===== src/rtl/ahb_pkg.sv =====
`default_nettype none
// ============================================================================
// Module      : ahb_pkg
// Description : Shared AHB encodings for the bus arbiter: HTRANS and HBURST
//               values, the parked/default master index and the helper that
//               turns a burst type into the beat-counter load value.
// Ports       : none (package)
// Revision    : 1.0  initial release
// ============================================================================
package ahb_pkg;

    typedef enum logic [1:0] {
        HTRANS_IDLE   = 2'd0,
        HTRANS_BUSY   = 2'd1,
        HTRANS_NONSEQ = 2'd2,
        HTRANS_SEQ    = 2'd3
    } htrans_e;

    typedef enum logic [2:0] {
        HBURST_SINGLE = 3'd0,
        HBURST_INCR   = 3'd1,
        HBURST_WRAP4  = 3'd2,
        HBURST_INCR4  = 3'd3,
        HBURST_WRAP8  = 3'd4,
        HBURST_INCR8  = 3'd5,
        HBURST_WRAP16 = 3'd6,
        HBURST_INCR16 = 3'd7
    } hburst_e;

    // Master that owns the bus when nobody is requesting.
    localparam int DEFAULT_MASTER = 0;

    // Width of the beat counter (longest fixed burst is 16 beats).
    localparam int CNT_W = 4;

    // Beats remaining after the first beat of a burst. SINGLE and INCR
    // load zero: SINGLE ends on its own beat, INCR only ends on IDLE.
    function automatic logic [CNT_W-1:0] burst_beats_m1(input logic [2:0] hburst);
        logic [CNT_W-1:0] beats;
        case (hburst)
            HBURST_WRAP4,  HBURST_INCR4:  beats = 4'd3;
            HBURST_WRAP8,  HBURST_INCR8:  beats = 4'd7;
            HBURST_WRAP16, HBURST_INCR16: beats = 4'd15;
            default:                      beats = 4'd0;
        endcase
        return beats;
    endfunction

endpackage
`default_nettype wire


===== src/rtl/rr_priority_pick.sv =====
`default_nettype none
// ============================================================================
// Module      : rr_priority_pick
// Description : Combinational round-robin picker. Scans the request vector
//               starting at start_i, wrapping modulo N, and returns the first
//               requester found as a one-hot vector.
// Ports       : req_i   [N-1:0] request vector
//               start_i [W-1:0] index where the scan begins (must be < N)
//               gnt_o   [N-1:0] one-hot winner (all zero when no request)
//               valid_o         at least one request was found
// Revision    : 1.0  initial release
// ============================================================================
module rr_priority_pick #(
    parameter int N = 4,
    parameter int W = $clog2(N)
) (
    input  logic [N-1:0] req_i,
    input  logic [W-1:0] start_i,
    output logic [N-1:0] gnt_o,
    output logic         valid_o
);

    // One extra bit so start + offset never overflows before the wrap.
    logic [W:0] w_pos;

    always_comb begin
        gnt_o   = '0;
        valid_o = 1'b0;
        w_pos   = '0;
        for (int i = 0; i < N; i++) begin
            w_pos = {1'b0, start_i} + (W+1)'(i);
            // Explicit wrap rather than a modulo so non-power-of-two N works.
            if (w_pos >= (W+1)'(N)) begin
                w_pos = w_pos - (W+1)'(N);
            end
            if (!valid_o && req_i[w_pos[W-1:0]]) begin
                gnt_o[w_pos[W-1:0]] = 1'b1;
                valid_o             = 1'b1;
            end
        end
    end

endmodule
`default_nettype wire


===== src/rtl/ahb_bus_arbiter.sv =====
`default_nettype none
// ============================================================================
// Module      : ahb_bus_arbiter
// Description : Round-robin AHB arbiter for NM (2..16) masters. Re-arbitrates
//               only on transfer boundaries (IDLE, SINGLE NONSEQ, last SEQ
//               of a fixed-length burst) and never while the current owner
//               holds HLOCK. Produces the registered grant plus the
//               address-phase and data-phase owner indices.
// Ports       : HCLK            bus clock, rising edge
//               HRESETn         asynchronous active-low reset
//               HBUSREQ [NM-1:0] per-master request
//               HLOCK   [NM-1:0] per-master lock request
//               HTRANS  [1:0]   transfer type of the current owner
//               HBURST  [2:0]   burst type of the current owner
//               HREADY          bus-wide ready
//               HGRANT  [NM-1:0] one-hot grant (registered)
//               HMASTER [MW-1:0] address-phase owner
//               HMASTER_D [MW-1:0] data-phase owner
//               HMASTLOCK       current address phase is locked
// Revision    : 1.0  initial release
// ============================================================================
module ahb_bus_arbiter #(
    parameter int NM = 4,
    parameter int MW = $clog2(NM)
) (
    input  logic          HCLK,
    input  logic          HRESETn,
    input  logic [NM-1:0] HBUSREQ,
    input  logic [NM-1:0] HLOCK,
    input  logic [1:0]    HTRANS,
    input  logic [2:0]    HBURST,
    input  logic          HREADY,
    output logic [NM-1:0] HGRANT,
    output logic [MW-1:0] HMASTER,
    output logic [MW-1:0] HMASTER_D,
    output logic          HMASTLOCK
);

    import ahb_pkg::*;

    // ------------------------------------------------------------------
    // State
    // ------------------------------------------------------------------
    logic [NM-1:0]    grant_q,  grant_d;
    logic [MW-1:0]    aowner_q, aowner_d;   // address-phase owner
    logic [MW-1:0]    downer_q, downer_d;   // data-phase owner
    logic             mlock_q,  mlock_d;
    logic [CNT_W-1:0] cnt_q,    cnt_d;      // beats left in a fixed burst
    logic [MW-1:0]    last_q,   last_d;     // last real winner

    // ------------------------------------------------------------------
    // Combinational helpers
    // ------------------------------------------------------------------
    logic [MW-1:0] w_owner;      // index of the current grant
    logic [MW-1:0] w_start;      // round-robin scan origin
    logic [NM-1:0] w_win_gnt;
    logic          w_win_valid;
    logic [MW-1:0] w_win_idx;
    logic          w_lock_held;
    logic          w_bnd;

    // One-hot to index conversion for both the grant and the winner.
    always_comb begin
        w_owner   = '0;
        w_win_idx = '0;
        for (int i = 0; i < NM; i++) begin
            if (grant_q[i]) begin
                w_owner = w_owner | MW'(i);
            end
            if (w_win_gnt[i]) begin
                w_win_idx = w_win_idx | MW'(i);
            end
        end
    end

    // Scan begins one past the last winner so every requester gets a turn.
    assign w_start = (last_q == MW'(NM-1)) ? '0 : last_q + MW'(1);

    rr_priority_pick #(
        .N (NM),
        .W (MW)
    ) u_pick (
        .req_i   (HBUSREQ),
        .start_i (w_start),
        .gnt_o   (w_win_gnt),
        .valid_o (w_win_valid)
    );

    assign w_lock_held = HLOCK[w_owner];

    // A transfer boundary: the owner may be switched at the next edge.
    // INCR NONSEQ/SEQ never qualify because cnt stays at zero for INCR.
    always_comb begin
        w_bnd = 1'b0;
        if (HREADY) begin
            case (HTRANS)
                HTRANS_IDLE:   w_bnd = 1'b1;
                HTRANS_NONSEQ: w_bnd = (HBURST == HBURST_SINGLE);
                HTRANS_SEQ:    w_bnd = (cnt_q == 4'd1);
                default:       w_bnd = 1'b0;
            endcase
        end
    end

    // ------------------------------------------------------------------
    // Next-state logic; everything holds while HREADY is low.
    // ------------------------------------------------------------------
    always_comb begin
        grant_d  = grant_q;
        aowner_d = aowner_q;
        downer_d = downer_q;
        mlock_d  = mlock_q;
        cnt_d    = cnt_q;
        last_d   = last_q;

        if (HREADY) begin
            aowner_d = w_owner;
            downer_d = aowner_q;
            mlock_d  = HLOCK[w_owner];

            case (HTRANS)
                // NONSEQ also covers early termination: always reload.
                HTRANS_NONSEQ: cnt_d = burst_beats_m1(HBURST);
                HTRANS_SEQ: begin
                    if (cnt_q != '0) begin
                        cnt_d = cnt_q - 4'd1;
                    end
                end
                default: cnt_d = cnt_q;
            endcase

            if (w_bnd && !w_lock_held) begin
                if (w_win_valid) begin
                    grant_d = w_win_gnt;
                    last_d  = w_win_idx;
                end else begin
                    // Park without touching the rotation pointer.
                    grant_d                 = '0;
                    grant_d[DEFAULT_MASTER] = 1'b1;
                end
            end
        end
    end

    // ------------------------------------------------------------------
    // Registers
    // ------------------------------------------------------------------
    always_ff @(posedge HCLK or negedge HRESETn) begin
        if (!HRESETn) begin
            grant_q                 <= '0;
            grant_q[DEFAULT_MASTER] <= 1'b1;
            aowner_q                <= '0;
            downer_q                <= '0;
            mlock_q                 <= 1'b0;
            cnt_q                   <= '0;
            last_q                  <= '0;
        end else begin
            grant_q  <= grant_d;
            aowner_q <= aowner_d;
            downer_q <= downer_d;
            mlock_q  <= mlock_d;
            cnt_q    <= cnt_d;
            last_q   <= last_d;
        end
    end

    assign HGRANT    = grant_q;
    assign HMASTER   = aowner_q;
    assign HMASTER_D = downer_q;
    assign HMASTLOCK = mlock_q;

endmodule
`default_nettype wire


===== config.mk =====
export PLATFORM = sky130hd
export DESIGN_NAME = ahb_bus_arbiter
export DESIGN_NICKNAME = d
export VERILOG_FILES = /design/src/rtl/ahb_pkg.sv /design/src/rtl/rr_priority_pick.sv /design/src/rtl/ahb_bus_arbiter.sv
export SDC_FILE = /design/constraint.sdc
export NUM_CORES = 1
export LEC_CHECK = 0
export CORE_ASPECT_RATIO = 0.9
export CORE_MARGIN = 3
export CORE_UTILIZATION = 35
export CTS_CLUSTER_DIAMETER = 150
export DETAILED_ROUTE_END_ITERATION = 8
export SKIP_LAST_GASP = 1
export SYNTH_ARGS = -nofsm -noshare
export SYNTH_HDL_FRONTEND = slang
export SYNTH_SLANG_ARGS = --single-unit

===== constraint.sdc =====
create_clock -name HCLK -period 3.65 [get_ports HCLK]
set_clock_uncertainty 0.15 [all_clocks]
set_input_delay 0.73 -clock HCLK [delete_from_list [all_inputs] [get_ports HCLK]]
set_output_delay 0.73 -clock HCLK [all_outputs]
set_load 0.005 [all_outputs]

==> results of run 1 <==
==> cells by family (layout without fill, tap and decap cells) <==
group / after synthesis / count (layout) / share of synthesized area (%)
flip-flops: 15 / 15 / 32.0
buffers and inverters: 5 / 33 / 1.59
AO/OA/AOI/OAI: 36 / 36 / 21.7
multiplexers: 11 / 11 / 11.8
adder cells (fa/ha/maj): 9 / 9 / 9.55
AND/OR/NAND/NOR: 50 / 50 / 23.5
==> through the flow <==
step | hold WS (ns) | total power, mW
after detailed placement | 0.340 | 0.925
after floorplan | 0.284 | 0.712
after global placement | 0.334 | 0.914
after global routing | 0.398 | 1.15
after CTS | 0.353 | 1.06
final | 0.348 | 1.06
==> worst register-to-register path: stages, from the launching register on <==
cell and delay [ns]:
dfrtp_1 0.53, inv_1 0.17, ha_1 0.42, mux4_2 0.54
nor2b_4 0.15, a221o_1 0.39, o41a_1 0.38
==> registers in the layout (all words and copies together) (netlist names) <==
| register | count |
|---|---|
| HGRANT | 4 |
| HMASTER | 2 |
| HMASTER_D | 2 |
| HMASTLOCK | 1 |
| cnt_q | 4 |
| last_q | 2 |
==> metal layers <==
metal | global-route usage, % | up-vias | wire, um
li1 | - | 536 | -
met1 | 20.1 | 523 | 1220
met2 | 22.3 | 47 | 1360
met3 | 3.83 | 4 | 175
met4 | 3.18 | 0 | 29
met5 | 0 | - | 0
==> where the power goes <==
group	total [mW]	internal, mW	switching [mW]
logic	0.623	0.308	0.314
registers	0.308	0.236	0.0718
clock network	0.129	0.0771	0.0524
==> placed cells by master (no fill, tap or decap), types with 5 or more instances in the layout <==
cell,netlist,routed
o21ai_0,11,11
ha_1,9,9
nor2_1,15,15
a21oi_1,8,8
mux2i_1,6,6
nand3_1,5,5
clkdlybuf4s50_1,0,24
nand2_1,8,8
nor2b_1,6,6
dfrtp_1,14,14
==> final timing paths <==
check / from / end / slack (ns) / cells after the start
setup reg to reg: last_q[0] / last_q[0] / 0.80 / 6
hold reg to reg: HMASTLOCK / HMASTLOCK / 0.35 / 2
setup / recovery: HBUSREQ[0] / last_q[0] / 0.79 / 6
min in group asynchronous: HRESETn / HMASTER[0] / 0.75 / 1
hold / removal: HMASTLOCK / HMASTLOCK / 0.35 / 2
max in group asynchronous: HRESETn / cnt_q[2] / 2.18 / 1
==> area by class of cell <==
cell class	instances	share of cell area, %
multi-input cells	106	51.5
well taps	42	3.46
flip-flops and latches	15	24.8
inverters	4	0.988
repair buffers	25	16.3
clock buffers	4	2.96
==> impl_metrics.py, run 1 <==
metrics = {
    "sta": {
        "finalSetupTns_ns": 0,
        "rsz0062_at_grt": "false",
        "layout_setup_ws_ns": 0.794,
        "worst_pin_slew_ns": 0.666,
        "final_max_slew_viol_count": 0,
        "finalSetupViolCount": 0,
        "fmax_mhz": 350,
        "post-route-period-util_pct": 78.2,
        "period_needed_ns": 2.86,
        "final-hold-violation-count": 0,
        "maxSlewHeadroom_pct": 55.5,
    },
    "cts": {
        "root_buffer": "clkbuf_8",
        "clockBufferDepth": 2,
        "postCtsSetupRepairBufs": 0,
        "post_cts_resize_count": 0,
        "htreeDepth": 1,
        "tritoncts": "done",
        "hold_buffers": 0,
        "clk_latency_ns": 0.24,
        "cts_made_buffers": 3,
        "path_clk_slew_ns": 0.06,
        "numClockSinks": 15,
    },
    "finish": {
        "seqCellArea_sq_um": 377,
        "finish.instance_area_sq_um": 1520,
        "nFillCells": 310,
        "layout.nets": 180,
        "num_antenna_cells": 0,
        "instances_no_fill": 196,
        "area_growth_pct": 29.0,
        "multi_input_area_sq_um": 783,
        "drive_gt1_share_pct": 11.0,
        "utilization_pct": 48.4,
    },
    "place": {
        "place_ws_ns": 0.563,
        "place_congestion": 0.887,
        "place_area_sq_um": 1480,
        "placedCellCount": 192,
        "hpwlAfterDp_um": 2190,
        "io_buffers": 24,
    },
    "flow_run": {
        "cap_viol_max_count": 0,
    },
    "logic_synthesis": {
        "synth_top_area_cell": "dfrtp_1",
        "synth_area_leaders": "dfrtp_1 (30%), ha_1 (9.6%), mux2i_1 (5.1%)",
        "yosysTopAreaCellShare_pct": 29.7,
        "async_flop_share_pct": 100,
        "synth_flop_cell": "dfrtp_1",
        "synth_seq_cells": 15,
        "synth_warnings": 0,
        "synth_commonest_cells": "nor2_1 (15), dfrtp_1 (14), o21ai_0 (11), ha_1 (9)",
        "synthCells": 126,
        "yosysUniqueCellTypes": 37,
        "synth.avg_cell_area_sq_um": 9.35,
        "synth_edf_count": 0,
        "ys_seq_area_share_pct": 32.0,
        "synth_most_common_cell": "nor2_1",
        "synthesis.nets": 151,
        "syn_area_sq_um": 1180,
    },
    "drt": {
        "drc": 0,
        "totalWireLength_um": 2790,
        "first_pass_iters": 5,
        "ant_nets": 0,
        "vias": 1110,
        "via_per_inst": 5.66,
        "routedWlPerCell_um": 14.2,
        "drt_iter0_markers": 98,
    },
    "floorplanning": {
        "fp-row-count": 19,
        "io_pins": 25,
        "fp.dieH_um": 61.1,
        "die-area_sq_um": 4100,
        "core_sq_um": 3140,
        "die_x_um": 67.2,
        "start_util_pct": 37.6,
    },
    "grt": {
        "antenna_found_initial": 0,
        "grt_start_max_net_pins": 16,
        "grt_pass1_wl_um": 4530,
        "grt.total_usage_pct": 14.3,
        "grt_overflow": 0,
        "grt_pass1_vias": 995,
    },
    "status": {
        "outcome": "completed",
    },
    "critical_path": {
        "end_kind": "flop",
        "crit_slowest_cell": "clkdlybuf4s50_1",
        "path_class": "input port to flop",
        "path_delay_family": "compound AO/OA/AOI/OAI gates",
        "cp-start-kind": "input port",
        "critPathMaxFanout": 6,
        "crit_required_ns": 3.62,
        "max_stage_delay_ns": 0.51,
        "cp_cell_sequence": "clkdlybuf4s50_1 -> nor2b_1 -> mux4_2 -> nor2b_4 -> a221o_1 -> o41a_1",
        "cp.arrival_ns": 2.83,
        "path_buf_inv": 1,
    },
    "power_and_ir_drop": {
        "peakVddDrop_v": 0.000352,
        "powerDensity_nw_per_um2": 697,
        "p_leak_nw": 0.611,
    },
    "hold_path": {
        "min_path_type": "flop to flop",
    },
}
(Power assumes the default switching activity.)
==> inputs of run 2 (changes only) <==
==> constraint.sdc (replaced) <==
create_clock -name HCLK -period 2.8 [get_ports HCLK]
set_clock_uncertainty 0.15 [all_clocks]
set_input_delay 0.56 -clock HCLK [delete_from_list [all_inputs] [get_ports HCLK]]
set_output_delay 0.56 -clock HCLK [all_outputs]
set_load 0.005 [all_outputs]
==> run 2 against run 1 <==
  * Clock-buffer cell count unchanged
  * Flip-flop and latch count unchanged
  * Sequential share of layout area decreased by 1.4 points
  * Total power is 40% higher
  * Via count up 0.63%
  * First-iteration DRC count is 39% lower
  * Die area unchanged
  * Wire length increased by 4.0%
  * Non-clock buffer count grew 12
==> impl_metrics.py, run 2 (synthesis results as in run 1) <==
metrics = {
    "cts": {
        "numClockSinks": 15,
        "clockBufferDepth": 2,
        "postCtsSetupRepairBufs": 0,
        "htreeDepth": 1,
        "post_cts_resize_count": 0,
        "path_clk_slew_ns": 0.06,
        "clk_latency_ns": 0.25,
        "cts_made_buffers": 3,
        "tritoncts": "done",
        "hold_buffers": 0,
        "root_buffer": "clkbuf_8",
    },
    "critical_path": {
        "path_buf_inv": 1,
        "cp_cell_sequence": "inv_1 -> ha_1 -> mux4_2 -> nor2b_4 -> a221o_1 -> o41a_1",
        "path_class": "flop to flop",
        "crit_required_ns": 2.78,
        "critPathMaxFanout": 5,
        "path_delay_family": "compound AO/OA/AOI/OAI gates",
        "crit_slowest_cell": "mux4_2",
        "cp.arrival_ns": 2.62,
        "max_stage_delay_ns": 0.52,
        "cp-start-kind": "flop",
        "end_kind": "flop",
    },
    "floorplanning": {
        "fp.dieH_um": 61.1,
        "start_util_pct": 37.6,
        "die_x_um": 67.2,
        "io_pins": 25,
        "core_sq_um": 3140,
        "fp-row-count": 19,
        "die-area_sq_um": 4100,
    },
    "finish": {
        "drive_gt1_share_pct": 18.1,
        "layout_common_cells": "clkdlybuf4s50_1 (24), nor2_1 (15), dfrtp_1 (14)",
        "num_antenna_cells": 0,
        "utilization_pct": 51.4,
        "final_common_cell": "clkdlybuf4s50_1",
        "area_growth_pct": 36.9,
        "layout.nets": 192,
    },
    "sta": {
        "period_needed_ns": 2.64,
        "rsz0062_at_grt": "false",
        "post-route-period-util_pct": 94.2,
        "finalSetupViolCount": 0,
        "final_max_slew_viol_count": 0,
        "fmax_mhz": 379,
        "maxSlewHeadroom_pct": 54.1,
        "final-hold-violation-count": 0,
        "whs_ns": 0.344,
        "worst_pin_slew_ns": 0.686,
    },
    "drt": {
        "drc": 0,
        "vias": 1117,
        "drt_iter0_markers": 60,
        "totalWireLength_um": 2900,
        "routedWlPerCell_um": 13.9,
        "ant_nets": 0,
        "first_pass_iters": 5,
        "via_per_inst": 5.37,
    },
    "place": {
        "hpwlAfterDp_um": 2350,
        "io_buffers": 24,
        "place_congestion": 0.850,
    },
    "grt": {
        "antenna_found_initial": 0,
        "grt_overflow": 0,
        "grt_start_max_net_pins": 16,
        "grt_pass1_wl_um": 4750,
        "grt.total_usage_pct": 15.1,
        "grt_pass1_vias": 1053,
    },
    "power_and_ir_drop": {
        "powerDensity_nw_per_um2": 920,
        "p_leak_nw": 0.668,
        "peakVddDrop_v": 0.000380,
    },
    "status": {
        "outcome": "completed",
    },
    "hold_path": {
        "min_path_type": "flop to flop",
    },
    "flow_run": {
        "cap_viol_max_count": 0,
    },
}
run 2: changes by cell type in the layout (fill, tap and decap cells not counted), sizes merged:
cell / previous run / this run
buf: 1 / 13
run 2: worst paths after layout:
kind | slack (ns) | cells after the start | endpoint | start
worst max-delay path | 0.16 | 6 | last_q[0] | last_q[1]
worst min-delay path | 0.34 | 2 | HMASTLOCK | HMASTLOCK
min in group asynchronous | 0.58 | 1 | HMASTER[0] | HRESETn
worst min register to register | 0.34 | 2 | HMASTLOCK | HMASTLOCK
max in group asynchronous | 1.49 | 1 | cnt_q[1] | HRESETn
worst max register to register | 0.16 | 6 | last_q[0] | last_q[1]
run 2: area by class of cell:
class | count | area, sq um
well taps | 42 | 52.6
flip-flops and latches | 15 | 377
multi-input cells | 106 | 787
clock buffers | 4 | 45.0
repair buffers | 37 | 338
inverters | 4 | 15.0
fillers | 306 | 1520
run 2: stage by stage:
stage                     instance area, sq um  total power, mW  TNS, ns  setup slack (ns)  cells
final                                     1610             1.48        0             0.162    208
after global routing                      1610             1.61        0            0.0586    208
after CTS                                 1610             1.49        0             0.137    208
after detailed placement                  1570             1.30   -0.119           -0.0601    204
after global placement                    1570             1.28  -0.0164           -0.0164    204
after floorplan                           1180            0.928        0             0.190    126
run 2: power breakdown:
| part | total [mW] | switching [mW] | internal, mW |
|---|---|---|---|
| logic | 0.920 | 0.441 | 0.479 |
| clock network | 0.176 | 0.0757 | 0.101 |
| registers | 0.388 | 0.0802 | 0.308 |
| total | 1.48 | 0.597 | 0.888 |
run 2: worst register-to-register path: cells and delay by family, from the launching register on:
kind | cells | cell delay, ns
AO/OA/AOI/OAI | 2 | 0.76
multiplexers | 1 | 0.52
flip-flops | 1 | 0.42
adder cells (fa/ha/maj) | 1 | 0.40
AND/OR/NAND/NOR | 1 | 0.15
buffers and inverters | 1 | 0.12
run 2: metal layers:
metal,wire length (um),GRT usage [%],vias to the layer above
li1,-,-,556
met1,1350,20.5,532
met2,1390,24.6,27
met3,158,3.28,2
met4,7,3.47,0
met5,0,0,-
==> inputs of run 3 (changes only) <==
--- a/config.mk
+++ b/config.mk
@@ -10,6 +10,8 @@
 export CORE_UTILIZATION = 35
 export CTS_CLUSTER_DIAMETER = 150
 export DETAILED_ROUTE_END_ITERATION = 8
+export DONT_BUFFER_PORTS = 1
+export REMOVE_ABC_BUFFERS = 1
 export SKIP_LAST_GASP = 1
 export SYNTH_ARGS = -nofsm -noshare
 export SYNTH_HDL_FRONTEND = slang
==> constraint.sdc (replaced) <==
create_clock -name HCLK -period 3.2 [get_ports HCLK]
set_clock_uncertainty 0.15 [all_clocks]
set_input_delay 0.64 -clock HCLK [delete_from_list [all_inputs] [get_ports HCLK]]
set_output_delay 0.64 -clock HCLK [all_outputs]
set_load 0.005 [all_outputs]
==> run 3 against run 2 <==
  * Die area did not move
  * Sequential power fell by 5.9%
  * Total power fell by 26%
  * Sequential share of layout area rose by 6.0 points
  * Global-route usage fell by 1.4 points
  * Setup slack improved by 0.25 ns
  * Combinational power fell by 37%
  * Highest routed layer unchanged
  * Cell count fell by 17%
  * Core utilization fell by 11 points
==> impl_metrics.py, run 3 (synthesis results as in run 1) <==
metrics = {
    "drt": {
        "drt_iter0_markers": 104,
        "first_pass_iters": 5,
        "ant_nets": 0,
        "wl_met3_um": 113,
        "totalWireLength_um": 2590,
        "via_per_inst": 5.68,
        "met2_length_um": 1280,
        "top_layer_used": "met4",
        "drc": 0,
        "routedWlPerCell_um": 15.1,
        "met1Wirelength_um": 1190,
        "vias": 977,
    },
    "place": {
        "place_ws_ns": 0.422,
        "io_buffers": 0,
        "place_congestion": 0.799,
        "place_area_sq_um": 1230,
        "hpwlAfterDp_um": 1980,
    },
    "critical_path": {
        "cp-start-kind": "flop",
        "critPathMaxFanout": 8,
        "path_class": "flop to flop",
        "crit_required_ns": 3.18,
        "cp.arrival_ns": 2.78,
        "end_kind": "flop",
    },
    "finish": {
        "num_antenna_cells": 0,
        "area_growth_pct": 8.92,
        "layout.nets": 156,
        "final_common_cell": "nor2_1",
        "layout_common_cells": "nor2_1 (15), dfrtp_1 (14), o21ai_0 (11)",
        "drive_gt1_share_pct": 13.1,
        "finish.instance_area_sq_um": 1280,
        "nFillCells": 328,
    },
    "cts": {
        "htreeDepth": 1,
        "numClockSinks": 15,
        "clockBufferDepth": 2,
        "tritoncts": "done",
        "post_cts_resize_count": 0,
        "cts_made_buffers": 3,
        "clk_latency_ns": 0.25,
        "path_clk_slew_ns": 0.06,
        "root_buffer": "clkbuf_8",
    },
    "floorplanning": {
        "core_sq_um": 3140,
        "die_x_um": 67.2,
        "die-area_sq_um": 4100,
        "fp.dieH_um": 61.1,
        "io_pins": 25,
        "fp-row-count": 19,
        "start_util_pct": 37.6,
    },
    "sta": {
        "rsz0062_at_grt": "false",
        "period_needed_ns": 2.79,
        "final_max_slew_viol_count": 0,
        "finalSetupTns_ns": 0,
        "whs_ns": 0.0733,
        "worst_pin_slew_ns": 0.638,
        "maxSlewHeadroom_pct": 57.3,
        "layout_setup_ws_ns": 0.409,
        "fmax_mhz": 358,
        "finalSetupViolCount": 0,
        "post-route-period-util_pct": 87.2,
        "final-hold-violation-count": 0,
    },
    "grt": {
        "grt_start_max_net_pins": 15,
        "antenna_found_initial": 0,
        "grt_pass1_wl_um": 4250,
        "grt.total_usage_pct": 13.7,
        "grt_pass1_vias": 937,
        "grt_overflow": 0,
    },
    "hold_path": {
        "min_path_type": "input port to asynchronous set/reset pin",
    },
    "flow_run": {
        "cap_viol_max_count": 0,
    },
    "power_and_ir_drop": {
        "p_leak_nw": 0.520,
        "powerDensity_nw_per_um2": 856,
        "peakVddDrop_v": 0.000255,
    },
    "status": {
        "outcome": "completed",
    },
}
[run 3: changes by cell type in the layout (fill, tap and decap cells not counted)]
cell,change
buf_4,-13
clkbuf_1,-1
clkdlybuf4s50_1,-24
clkinv_2,+1
dlygate4sd3_1,+1
mux2i_1,+1
mux2i_2,-1
[run 3: area by class of cell]
cell class              instances  area [sq um]  share of cell area [%]
multi-input cells             106           783                    61.0
clock buffers                   3          41.3                    3.22
well taps                      42          52.6                    4.09
clock inverters                 1          5.00                   0.390
inverters                       4          15.0                    1.17
flip-flops and latches         15           377                    29.3
repair buffers                  1          10.0                   0.780
[run 3: per-stage QoR]
| stage | total power [mW] | util [%] | std cells |
|---|---|---|---|
| 6_report | 1.10 | 40.9 | 172 |
| 5_1_grt | 1.19 | 40.9 | 172 |
| 3_3_place_gp | 0.916 | 39.1 | 167 |
| 3_5_place_dp | 0.936 | 39.1 | 167 |
| 2_1_floorplan | 0.811 | - | 125 |
| 4_1_cts | 1.10 | 40.9 | 172 |
[run 3: timing repair]
| item | CTS | global route |
|---|---|---|
| setup buffers | 0 | 0 |
| hold buffers | 1 | 0 |
| endpoints found under the hold margin | 14 | 0 |
[run 3: per-layer routing]
metal  vias to the layer above  GRT usage, %
li1                        482             -
met1                       477          18.0
met2                        16          22.0
met4                         0          3.47
met3                         2          4.38
met5                         -             0
[run 3: path summary, 6_finish.rpt]
kind                       startpoint         end  slack [ns]  depth (start not counted)
setup / recovery            last_q[0]   last_q[0]        0.41                          6
hold / removal                HRESETn   HGRANT[0]        0.07                          0
setup reg to reg            last_q[0]   last_q[0]        0.41                          6
hold reg to reg              cnt_q[1]    cnt_q[1]        0.39                          1
max in group asynchronous     HRESETn   last_q[1]        1.79                          1
min in group HCLK              HREADY  HMASTER[1]        0.32                          1
[run 3: report_power, final]
| part | internal (mW) | leakage (nW) | switching, mW |
|---|---|---|---|
| Combinational | 0.255 | 0.315 | 0.323 |
| Clock | 0.0863 | 0.0255 | 0.0694 |
| Sequential | 0.270 | 0.180 | 0.0950 |
[run 3: worst max-delay path, stage by stage (launching register included)]
cell and delay (ns):
dfrtp_1 0.52, inv_1 0.17, ha_1 0.40, mux4_2 0.51, nor2b_4 0.15, a221o_1 0.39, o41a_1 0.38
